File: src/rtl/pipeline_ctrl_pkg.sv
// pipeline_ctrl_pkg: shared types and constants for the pipeline controller.
package pipeline_ctrl_pkg;
    typedef enum logic [1:0] {
        ST_RUN           = 2'd0,
        ST_REDIRECT_WAIT = 2'd1,
        ST_HALT          = 2'd2
    } state_t;

    typedef enum logic [1:0] {
        SEL_HOLD = 2'd0,
        SEL_STEP = 2'd1,
        SEL_JUMP = 2'd2,
        SEL_PEND = 2'd3
    } pc_sel_t;

    localparam logic [31:0] INST_NOP     = 32'h0000_0013;
    localparam logic [31:0] DEF_RESET_PC = 32'h0000_0000;
    localparam logic [31:0] DEF_PC_STEP  = 32'd4;
    localparam logic [31:0] DEF_TRAP_PC  = 32'h0000_0100;

    function automatic logic misaligned(input logic [31:0] a);
        return a[1:0] != 2'b00;
    endfunction
endpackage

File: src/rtl/pipeline_ctrl_if.sv
// pipeline_ctrl_if: EX-stage requests, fetch handshake and pipeline controls.
// misalign_err exists only when MISALIGN_TRAP_EN is defined.
interface pipeline_ctrl_if;
    logic        jump_en;
    logic [31:0] jump_addr;
    logic        hold_en;
    logic        fetch_ack;
    logic        halt_req;
    logic [31:0] pc;
    logic        fetch_req;
    logic        flush_if_id;
    logic        flush_id_ex;
    logic        stall_pc;
    logic        stall_if_id;
    logic        stall_id_ex;
    logic        halted;
`ifdef MISALIGN_TRAP_EN
    logic        misalign_err;
`endif

    modport master (
        input  jump_en, jump_addr, hold_en, fetch_ack, halt_req,
        output pc, fetch_req, flush_if_id, flush_id_ex, stall_pc, stall_if_id, stall_id_ex, halted
`ifdef MISALIGN_TRAP_EN
        , output misalign_err
`endif
    );

    modport slave (
        output jump_en, jump_addr, hold_en, fetch_ack, halt_req,
        input  pc, fetch_req, flush_if_id, flush_id_ex, stall_pc, stall_if_id, stall_id_ex, halted
`ifdef MISALIGN_TRAP_EN
        , input misalign_err
`endif
    );
endinterface

File: src/rtl/pc_next_sel.sv
// pc_next_sel: combinational next-PC mux (hold, +step, jump target, pending target).
// Under MISALIGN_TRAP_EN misaligned jumps go to TRAP_PC; otherwise low bits are cleared.
module pc_next_sel
    import pipeline_ctrl_pkg::*;
#(
    parameter logic [31:0] PC_STEP = DEF_PC_STEP,
    parameter logic [31:0] TRAP_PC = DEF_TRAP_PC
) (
    input  pc_sel_t     i_sel,
    input  logic [31:0] i_pc,
    input  logic [31:0] i_jump_addr,
    input  logic [31:0] i_pend_addr,
    output logic [31:0] o_jump_tgt,
    output logic [31:0] o_pc_next
);
`ifdef MISALIGN_TRAP_EN
    assign o_jump_tgt = misaligned(i_jump_addr) ? TRAP_PC : i_jump_addr;
`else
    logic w_unused;
    assign w_unused   = ^{TRAP_PC, i_jump_addr[1:0]};
    assign o_jump_tgt = {i_jump_addr[31:2], 2'b00};
`endif
    assign o_pc_next = i_sel == SEL_STEP ? i_pc + PC_STEP :
                       i_sel == SEL_JUMP ? o_jump_tgt :
                       i_sel == SEL_PEND ? i_pend_addr : i_pc;
endmodule

File: src/rtl/pipeline_ctrl.sv
// pipeline_ctrl: PC sequencer, fetch handshake, redirect-wait and halt FSM for the IF/ID/EX core.
// Optional MISALIGN_TRAP_EN traps misaligned jumps to TRAP_PC and adds sticky misalign_err.
module pipeline_ctrl
    import pipeline_ctrl_pkg::*;
#(
    parameter logic [31:0] RESET_PC = DEF_RESET_PC,
    parameter logic [31:0] PC_STEP  = DEF_PC_STEP,
    parameter logic [31:0] TRAP_PC  = DEF_TRAP_PC
) (
    input logic              clk,
    input logic              rst,
    pipeline_ctrl_if.master  bus
);
    state_t      r_state, w_state_nxt;
    pc_sel_t     w_sel;
    logic [31:0] r_pc, r_pend_addr, r_pc_next_unused, w_pc_next, w_jump_tgt;
    logic        r_halted, w_pend_load;
    logic        w_fetch_req, w_flush_if_id, w_flush_id_ex, w_stall_pc, w_stall_if_id, w_stall_id_ex;

    pc_next_sel #(.PC_STEP(PC_STEP), .TRAP_PC(TRAP_PC)) u_pc_next_sel (
        .i_sel       (w_sel),
        .i_pc        (r_pc),
        .i_jump_addr (bus.jump_addr),
        .i_pend_addr (r_pend_addr),
        .o_jump_tgt  (w_jump_tgt),
        .o_pc_next   (w_pc_next)
    );

    always_comb begin
        w_state_nxt   = r_state;
        w_sel         = SEL_HOLD;
        w_pend_load   = 1'b0;
        w_fetch_req   = 1'b0;
        w_flush_if_id = 1'b0;
        w_flush_id_ex = 1'b0;
        w_stall_pc    = 1'b0;
        w_stall_if_id = 1'b0;
        w_stall_id_ex = 1'b0;
        case (r_state)
            ST_RUN: begin
                if (bus.jump_en) begin
                    w_fetch_req   = 1'b1;
                    w_flush_if_id = 1'b1;
                    w_flush_id_ex = 1'b1;
                    w_stall_pc    = !bus.fetch_ack;
                    w_sel         = bus.fetch_ack ? SEL_JUMP : SEL_HOLD;
                    w_pend_load   = !bus.fetch_ack;
                    w_state_nxt   = bus.fetch_ack ? ST_RUN : ST_REDIRECT_WAIT;
                end else if (bus.hold_en) begin
                    w_stall_pc    = 1'b1;
                    w_stall_if_id = 1'b1;
                    w_stall_id_ex = 1'b1;
                end else begin
                    // halt_req drops the request but still honours an ack already in flight
                    w_fetch_req   = !bus.halt_req;
                    w_sel         = bus.fetch_ack ? SEL_STEP : SEL_HOLD;
                    w_stall_pc    = !bus.fetch_ack;
                    w_flush_if_id = !bus.fetch_ack;
                    w_state_nxt   = bus.halt_req ? ST_HALT : ST_RUN;
                end
            end
            ST_REDIRECT_WAIT: begin
                w_fetch_req   = 1'b1;
                w_flush_if_id = 1'b1;
                w_stall_pc    = !bus.fetch_ack;
                w_sel         = bus.fetch_ack ? SEL_PEND : SEL_HOLD;
                w_state_nxt   = bus.fetch_ack ? ST_RUN : ST_REDIRECT_WAIT;
            end
            ST_HALT: begin
                w_stall_pc    = 1'b1;
                w_flush_if_id = 1'b1;
                w_flush_id_ex = bus.jump_en;
                w_sel         = bus.jump_en ? SEL_JUMP : SEL_HOLD;
                w_state_nxt   = bus.halt_req ? ST_HALT : ST_RUN;
            end
            default: w_state_nxt = ST_RUN;
        endcase
    end

    always_ff @(posedge clk) begin
        if (rst) begin
            r_state     <= ST_RUN;
            r_pc        <= RESET_PC;
            r_pend_addr <= '0;
            r_halted    <= 1'b0;
        end else begin
            r_state     <= w_state_nxt;
            r_pc        <= w_pc_next;
            r_pend_addr <= w_pend_load ? w_jump_tgt : r_pend_addr;
            r_halted    <= w_state_nxt == ST_HALT;
        end
    end

`ifdef MISALIGN_TRAP_EN
    logic r_misalign_err;
    always_ff @(posedge clk) begin
        if (rst) r_misalign_err <= 1'b0;
        else if (bus.jump_en && r_state != ST_REDIRECT_WAIT && misaligned(bus.jump_addr)) r_misalign_err <= 1'b1;
    end
    assign bus.misalign_err = r_misalign_err;
`endif

    assign r_pc_next_unused = '0;
    assign bus.pc          = r_pc;
    assign bus.halted      = r_halted;
    assign bus.fetch_req   = !rst && w_fetch_req;
    assign bus.flush_if_id = !rst && w_flush_if_id;
    assign bus.flush_id_ex = !rst && w_flush_id_ex;
    assign bus.stall_pc    = !rst && w_stall_pc;
    assign bus.stall_if_id = !rst && w_stall_if_id;
    assign bus.stall_id_ex = !rst && w_stall_id_ex;
endmodule

File: src/flat_wrapper.sv
// flat-port wrapper written by rule: the top's interface ports become plain ports
module pipeline_ctrl_flat import pipeline_ctrl_pkg::*;
#(
    parameter logic [31:0] RESET_PC = DEF_RESET_PC,
    parameter logic [31:0] PC_STEP  = DEF_PC_STEP,
    parameter logic [31:0] TRAP_PC  = DEF_TRAP_PC
)
  (clk, rst, bus_jump_en, bus_jump_addr, bus_hold_en, bus_fetch_ack, bus_halt_req, bus_pc, bus_fetch_req, bus_flush_if_id, bus_flush_id_ex, bus_stall_pc, bus_stall_if_id, bus_stall_id_ex, bus_halted);
  pipeline_ctrl_if bus_i ();
  input logic clk;
  input logic rst;
  input wire logic [$bits(bus_i.jump_en)-1:0] bus_jump_en;
  input wire logic [$bits(bus_i.jump_addr)-1:0] bus_jump_addr;
  input wire logic [$bits(bus_i.hold_en)-1:0] bus_hold_en;
  input wire logic [$bits(bus_i.fetch_ack)-1:0] bus_fetch_ack;
  input wire logic [$bits(bus_i.halt_req)-1:0] bus_halt_req;
  output wire logic [$bits(bus_i.pc)-1:0] bus_pc;
  output wire logic [$bits(bus_i.fetch_req)-1:0] bus_fetch_req;
  output wire logic [$bits(bus_i.flush_if_id)-1:0] bus_flush_if_id;
  output wire logic [$bits(bus_i.flush_id_ex)-1:0] bus_flush_id_ex;
  output wire logic [$bits(bus_i.stall_pc)-1:0] bus_stall_pc;
  output wire logic [$bits(bus_i.stall_if_id)-1:0] bus_stall_if_id;
  output wire logic [$bits(bus_i.stall_id_ex)-1:0] bus_stall_id_ex;
  output wire logic [$bits(bus_i.halted)-1:0] bus_halted;
  assign bus_i.jump_en = bus_jump_en;
  assign bus_i.jump_addr = bus_jump_addr;
  assign bus_i.hold_en = bus_hold_en;
  assign bus_i.fetch_ack = bus_fetch_ack;
  assign bus_i.halt_req = bus_halt_req;
  assign bus_pc = bus_i.pc;
  assign bus_fetch_req = bus_i.fetch_req;
  assign bus_flush_if_id = bus_i.flush_if_id;
  assign bus_flush_id_ex = bus_i.flush_id_ex;
  assign bus_stall_pc = bus_i.stall_pc;
  assign bus_stall_if_id = bus_i.stall_if_id;
  assign bus_stall_id_ex = bus_i.stall_id_ex;
  assign bus_halted = bus_i.halted;
  pipeline_ctrl #(.RESET_PC(RESET_PC), .PC_STEP(PC_STEP), .TRAP_PC(TRAP_PC)) u_core (.clk(clk), .rst(rst), .bus(bus_i));
endmodule
File: config.mk
export PLATFORM = sky130hd
export DESIGN_NAME = pipeline_ctrl_flat
export DESIGN_NICKNAME = d
export VERILOG_FILES = /design/src/rtl/pipeline_ctrl_pkg.sv /design/src/rtl/pipeline_ctrl_if.sv /design/src/rtl/pc_next_sel.sv /design/src/rtl/pipeline_ctrl.sv /design/src/flat_wrapper.sv
export SDC_FILE = /design/constraint.sdc
export NUM_CORES = 1
export LEC_CHECK = 0
export ABC_AREA = 1
export CAP_MARGIN = 20
export CORE_MARGIN = 5
export CORE_UTILIZATION = 35
export CTS_BUF_LIST = sky130_fd_sc_hd__clkbuf_4
export DETAILED_ROUTE_END_ITERATION = 8
export SLEW_MARGIN = 10
export SYNTH_ARGS = -nofsm -noshare
export SYNTH_HDL_FRONTEND = slang
export SYNTH_SLANG_ARGS = --single-unit
export TNS_END_PERCENT = 20
File: constraint.sdc
create_clock -name clk -period 2.3 [get_ports clk]
set_clock_uncertainty 0.05 [all_clocks]
set_input_delay 0.46 -clock clk [delete_from_list [all_inputs] [get_ports clk]]
set_output_delay 0.46 -clock clk [all_outputs]
set_load 0.01 [all_outputs]
==> impl_metrics.env, run 1 <==
export IMPL_status="complete, no violations"
export IMPL_dp_worst_setup_slack_ps=-130
export IMPL_max_cap_viol_count=0
export IMPL_holdWs_ps=412
export IMPL_ir_drop_mv=0.260
export IMPL_worst_slack_ps=111
export IMPL_layout_commonest_cell="nand2_1"
export IMPL_grt_overflow=0
export IMPL_drt_pass1_iterations=5
export IMPL_num_io_pins=77
export IMPL_clk_latency_ps=410
export IMPL_layout_drive_gt1_share_pct=9.27
export IMPL_min_period_over_period_pct=95.2
export IMPL_hold_path_class="flip-flop to flip-flop"
export IMPL_syn_area_per_cell_um2=6.11
export IMPL_post_route_drc_count=0
export IMPL_groute_usage_overall_pct=17.1
export IMPL_wl_per_cell_um=13.0
export IMPL_cts_tree="done"
export IMPL_hpwl_um=8870
export IMPL_reg2reg_depth=13
export IMPL_drt_wl_total_um=11700
export IMPL_syn_to_final_growth_pct=29.0
export IMPL_numClockSinks=63
export IMPL_clkTransAtPathRegs_ps=110
export IMPL_yosysSeqAreaShare_pct=30.8
export IMPL_start_util_pct=35.8
export IMPL_netlist_instances=669
export IMPL_start_kind="input port"
export IMPL_core_um2=11400
export IMPL_cts_buffer_depth=2
export IMPL_p_leak_nw=2.33
export IMPL_dr_first_iter_drc_count=270
export IMPL_crit_path_end_kind="primary output"
export IMPL_yosysUniqueCellTypes=33
export IMPL_gp_congestion=0.888
export IMPL_rr_endpoint="u_core.bus.pc[18]"
export IMPL_cp_required_ps=1790
export IMPL_vias_per_cell=4.78
export IMPL_grt_setup_unrepaired="false"
export IMPL_r2r_start="u_core.r_state[0]"
export IMPL_tns_ps=0
export IMPL_regToRegSetupSlack_ps=280
export IMPL_vias=4297
export IMPL_h_tree_depth=3
export IMPL_finish_instance_area_um2=5280
export IMPL_crit_type="input port to primary output"
export IMPL_die_h_um=118
export IMPL_final_cell_mix="150 x nand2_1, 102 x inv_1, 76 x nor2_1, 69 x o21ai_0, 66 x nand3_1"
export IMPL_hold_viol=0
export IMPL_nNetsFinal=794
export IMPL_ys_ff_latch=63
export IMPL_die_area_um2=13900
export IMPL_grt_pass1_vias=4067
export IMPL_yosysWarnings=0
export IMPL_worstPathMaxFanout=4
export IMPL_critPathArrivalTime_ps=1680
export IMPL_slew_viol_final=0
export IMPL_hold_depth=2
export IMPL_cts_hold_buffers=0
export IMPL_core_rowCount=39
export IMPL_antenna_found_initial=1
export IMPL_grt_max_degree=61
export IMPL_min_to="u_core.r_pend_addr[7]"
export IMPL_ant_nets=0
export IMPL_grt_pass1_wl_um=19900
export IMPL_port_buffers=72
export IMPL_relSlewSlack_pct=64.2
export IMPL_clock_fmax_ghz=0.457
export IMPL_worst_pin_slew_ps=536
export IMPL_cts_made_buffers=9
export IMPL_powerDensity_nw_per_um2=602
export IMPL_syn_area_um2=4090
export IMPL_clockRootBuffer="clkbuf_4"
export IMPL_placed_cell_area_um2=5120
export IMPL_min_period_ps=2190
export IMPL_fillers=1232
export IMPL_finalSetupViolCount=0
export IMPL_hp_start="u_core.r_pend_addr[7]"
export IMPL_die_w_um=118
per-stage QoR:
stage	power (mW)	util (%)	instances
after floorplan	1.97	-	670
after global placement	2.44	44.9	883
after detailed placement	2.46	44.9	883
after CTS	3.21	46.1	898
after global routing	3.40	46.2	899
final	3.18	46.2	899
state kept, by name, summed over array words and instances (netlist names):
register,cells
u_core.r_pend_addr,30
u_core.bus.pc,30
u_core.r_state,2
u_core.bus.halted,1
critical path, cell delays in order:
cell and delay (ps):
clkdlybuf4s50_1 530, inv_1 80, a21oi_2 160, nor2_1 50, nor2_1 80, nor2_1 40, dlygate4sd2_1 280
power by group:
| group | leakage [nW] | switching (mW) | internal, mW |
|---|---|---|---|
| Clock | 0.0673 | 0.417 | 0.329 |
| Sequential | 0.520 | 0.146 | 1.22 |
| Combinational | 1.75 | 0.560 | 0.509 |
synth_stat cells:
| cell | number | share of area [%] |
|---|---|---|
| nor2_8 | 2 | 0.98 |
| nand4_1 | 5 | 0.76 |
| nand2_2 | 3 | 0.46 |
| xnor2_1 | 5 | 1.1 |
| nor2_4 | 1 | 0.28 |
| and2_1 | 1 | 0.15 |
| o21bai_1 | 5 | 0.92 |
| buf_4 | 5 | 0.92 |
| inv_2 | 5 | 0.46 |
| dfxtp_1 | 63 | 31 |
| o21ai_0 | 70 | 8.6 |
| a21oi_2 | 2 | 0.43 |
| o211ai_1 | 9 | 1.7 |
| o21ai_1 | 4 | 0.49 |
| nand3_1 | 66 | 8.1 |
| buf_2 | 7 | 0.86 |
| ha_1 | 5 | 1.5 |
| nand2_4 | 1 | 0.28 |
| inv_1 | 103 | 9.5 |
| buf_6 | 4 | 1.1 |
| buf_1 | 2 | 0.18 |
| a41oi_1 | 1 | 0.21 |
| buf_8 | 1 | 0.37 |
| nor2_1 | 76 | 7.0 |
| xor2_1 | 3 | 0.64 |
| clkbuf_1 | 11 | 1.0 |
| nor2_2 | 4 | 0.61 |
| o21ai_2 | 3 | 0.64 |
| conb_1 | 1 | 0.092 |
| clkbuf_2 | 1 | 0.12 |
| nand2_1 | 150 | 14 |
| nor3_1 | 3 | 0.37 |
| a21oi_1 | 47 | 5.8 |
layout make-up:
cell class / instances / area [um2] / area share, %
well taps: 143 / 179 / 3.39
clock buffers: 10 / 75.1 / 1.42
inverters: 108 / 405 / 7.69
repair buffers: 101 / 1030 / 19.5
flip-flops and latches: 63 / 1260 / 23.9
multi-input cells: 468 / 2270 / 43.0
clock inverters: 5 / 50.0 / 0.949
diodes: 1 / 2.50 / 0.0474
cell families (layout without fill, tap and decap cells):
family	Yosys count	in the layout	synth area share [%]
simple gates	312	312	32.7
xor+xnor	8	8	1.71
flops	63	63	30.8
buf+inv	139	224	14.5
other cells	1	3	0.0917
fa+ha+maj	5	5	1.53
compound gates	141	141	18.7
repair_timing:
action | CTS | global route
endpoints found under the setup margin | 6 | 1
hold endpoints to repair | 0 | 0
gates resized for setup | 14 | 3
pin swaps | 0 | 0
buffers inserted | 0 | 0
layer usage:
metal | track usage [%] | vias up | part of all wire (%)
met5 | 0 | - | 0
met4 | 4.80 | 0 | 0.64
met3 | 3.65 | 6 | 5.6
met2 | 26.8 | 109 | 46
met1 | 23.7 | 1898 | 48
li1 | - | 2284 | -
worst max path at each step:
stage,to,startpoint,slack (ps),cells after the start
2_1_floorplan,u_core.bus.pc[13],u_core.r_state[0],450,13
6_report,bus_fetch_req,bus_hold_en,110,7
5_1_grt,bus_stall_if_id,u_core.r_state[1],40,5
4_1_cts,bus_stall_pc,u_core.r_state[1],90,5
3_5_place_dp,bus_stall_pc,bus_jump_en,-130,5
3_3_place_gp,bus_stall_pc,bus_jump_en,-140,5
No activity file was read; power rests on OpenSTA's default activity.
==> run 2, diff against run 1 <==
Settings changed: CAP_MARGIN 20 to 5, CORE_MARGIN 5 to not set.
==> run 2 against run 1 <==
  * Maximum frequency decreased by 0.24%
  * Critical path depth did not move
  * Power rose by 11%
  * Clock power up 51%
  * Sequential share of layout area shrank 0.19 points
  * First-iteration DRC count down 11%
  * Die area is 13% lower
  * Global-route usage increased by 2.7 points
  * Register-to-register slack got worse by 30 ps
  * Wire length shrank 2.7%
  * Count of clock-buffer cells in the layout decreased by 1
  * Critical path type unchanged
==> impl_metrics.env, run 2 (synthesis results as in run 1) <==
export IMPL_multi_input_area_um2=2260
export IMPL_grt_busiest_layer="met2"
export IMPL_antennaDiodeCount=0
export IMPL_numClockSinks=63
export IMPL_cts_buffer_depth=2
export IMPL_ir_drop_mv=0.322
export IMPL_hold_path_class="flip-flop to flip-flop"
export IMPL_fillers=1205
export IMPL_grt_pass1_vias=3890
export IMPL_clkTransAtPathRegs_ps=110
export IMPL_finish_instance_area_um2=5320
export IMPL_layout_commonest_cell="nand2_1"
export IMPL_cp_required_ps=1790
export IMPL_status="complete, no violations"
export IMPL_h_tree_depth=3
export IMPL_drt_wl_total_um=11400
export IMPL_crit_type="input port to primary output"
export IMPL_powerDensity_nw_per_um2=665
export IMPL_die_h_um=110
export IMPL_p_leak_nw=2.36
export IMPL_syn_to_final_growth_pct=30.0
export IMPL_finalSetupViolCount=0
export IMPL_core_rowCount=39
export IMPL_power_net_switching_mw=1.16
export IMPL_grt_use_met3_pct=3.35
export IMPL_clock_fmax_ghz=0.456
export IMPL_worst_pin_slew_ps=544
export IMPL_relSlewSlack_pct=63.7
export IMPL_critPathArrivalTime_ps=1680
export IMPL_path_cells="clkdlybuf4s50_1 > inv_1 > a21oi_2 > nor2_1 > nor2_1 > nor2_1 > dlygate4sd2_1"
export IMPL_slew_viol_final=0
export IMPL_antenna_found_initial=0
export IMPL_gp_congestion=0.894
export IMPL_clockRootBuffer="clkbuf_4"
export IMPL_die_area_um2=12100
export IMPL_final_seq_area_um2=1260
export IMPL_post_route_drc_count=0
export IMPL_crit_path_max_incr_delay_ps=520
export IMPL_die_w_um=110
export IMPL_hpwl_um=8420
export IMPL_placed_cell_area_um2=5090
export IMPL_core_um2=11400
export IMPL_critPathSlowestCell="clkdlybuf4s50_1"
export IMPL_vias_per_cell=4.80
export IMPL_p_seq_share_pct=38.6
export IMPL_grt_overflow=0
export IMPL_hold_viol=0
export IMPL_port_buffers=72
export IMPL_nNetsFinal=793
export IMPL_tns_ps=0
export IMPL_start_util_pct=35.8
export IMPL_start_kind="input port"
export IMPL_cts_made_buffers=9
export IMPL_cts_hold_buffers=0
export IMPL_power_share_clock_pct=31.8
export IMPL_crit_path_end_kind="primary output"
export IMPL_combPwrFrac_pct=29.6
export IMPL_num_io_pins=77
export IMPL_grt_setup_unrepaired="false"
export IMPL_min_period_ps=2190
export IMPL_p_int_mw=2.37
export IMPL_final_cell_mix="150 x nand2_1, 101 x inv_1, 76 x nor2_1, 70 x o21ai_0, 66 x nand3_1"
export IMPL_grt_util_met2_pct=31.0
export IMPL_fin_util_pct=46.6
export IMPL_wl_per_cell_um=12.7
export IMPL_layout_drive_gt1_share_pct=9.40
export IMPL_holdWs_ps=410
export IMPL_grt_max_degree=61
export IMPL_crit_top_cell="nor2_1"
export IMPL_dr_first_iter_drc_count=241
export IMPL_drt_pass1_iterations=4
export IMPL_groute_usage_overall_pct=19.8
export IMPL_grt_pass1_wl_um=18500
export IMPL_cts_tree="done"
export IMPL_max_cap_viol_count=0
export IMPL_clk_latency_ps=430
export IMPL_worstPathMaxFanout=4
export IMPL_ant_nets=0
export IMPL_grtUsageMet1_pct=27.2
export IMPL_min_period_over_period_pct=95.4
export IMPL_p_sw_share_pct=32.9
export IMPL_vias=4310
-- run 2: cell types whose count changed in the layout (fill, tap and decap cells not counted), moves of 2 or more --
cell,before,now
clkinv_4,0,2
bufinv_16,1,4
buf_12,8,6
clkinv_1,2,0
-- run 2: layout make-up --
class                      instances  area share, %
timing repair buffer             100           18.8
clock buffer                       9           1.27
sequential                        63           23.7
clock inverter                     7           2.73
multi-input combinational        468           42.5
tap                              143           3.36
inverter                         108           7.62
-- run 2: stage by stage --
stage | power, mW | setup WS [ps] | cells
after floorplan | 1.97 | 453 | 670
after global placement | 2.42 | -105 | 882
after detailed placement | 2.44 | -117 | 882
after CTS | 3.58 | 94.2 | 898
after global routing | 3.75 | 1.41 | 898
final | 3.54 | 105 | 898
-- run 2: power by group through the flow --
stage | clock network, mW | registers (mW) | logic, mW
final | 1.13 | 1.37 | 1.05
after global routing | 1.19 | 1.39 | 1.17
after CTS | 1.16 | 1.36 | 1.05
after detailed placement | 0 | 1.39 | 1.05
after global placement | 0 | 1.39 | 1.03
after floorplan | 0 | 1.39 | 0.580
-- run 2: routing by layer --
metal | vias to the layer above | wire length [um]
li1 | 2289 | -
met5 | - | 0
met1 | 1925 | 5680
met2 | 81 | 5140
met3 | 15 | 368
met4 | 0 | 184
-- run 2: worst max-delay path: cells and delay by family --
family	cells	cell delay [ps]
buf+inv	3	880
simple gates	3	180
compound gates	1	160
-- run 2: what timing repair did --
item                                    in CTS  in global routing
setup buffers                                0                  0
cloned                                       0                  0
resized for setup                           12                  3
hold endpoints to repair                     0                  0
endpoints found under the setup margin       6                  2
-- run 2: final timing paths --
| kind | from | endpoint | slack (ps) | cells past startpoint |
|---|---|---|---|---|
| max reg2reg | u_core.r_state[0] | u_core.bus.pc[18] | 250 | 13 |
| max | bus_hold_en | bus_fetch_req | 110 | 7 |
| min reg2reg | u_core.r_pend_addr[3] | u_core.r_pend_addr[3] | 410 | 2 |
| min | u_core.r_pend_addr[3] | u_core.r_pend_addr[3] | 410 | 2 |
==> run 3, diff against run 2 <==
Settings changed: GPL_TIMING_DRIVEN set to 1.
==> results of run 3 <==
Same layout as run 2: the final DEF is identical, and so are final timing and power.
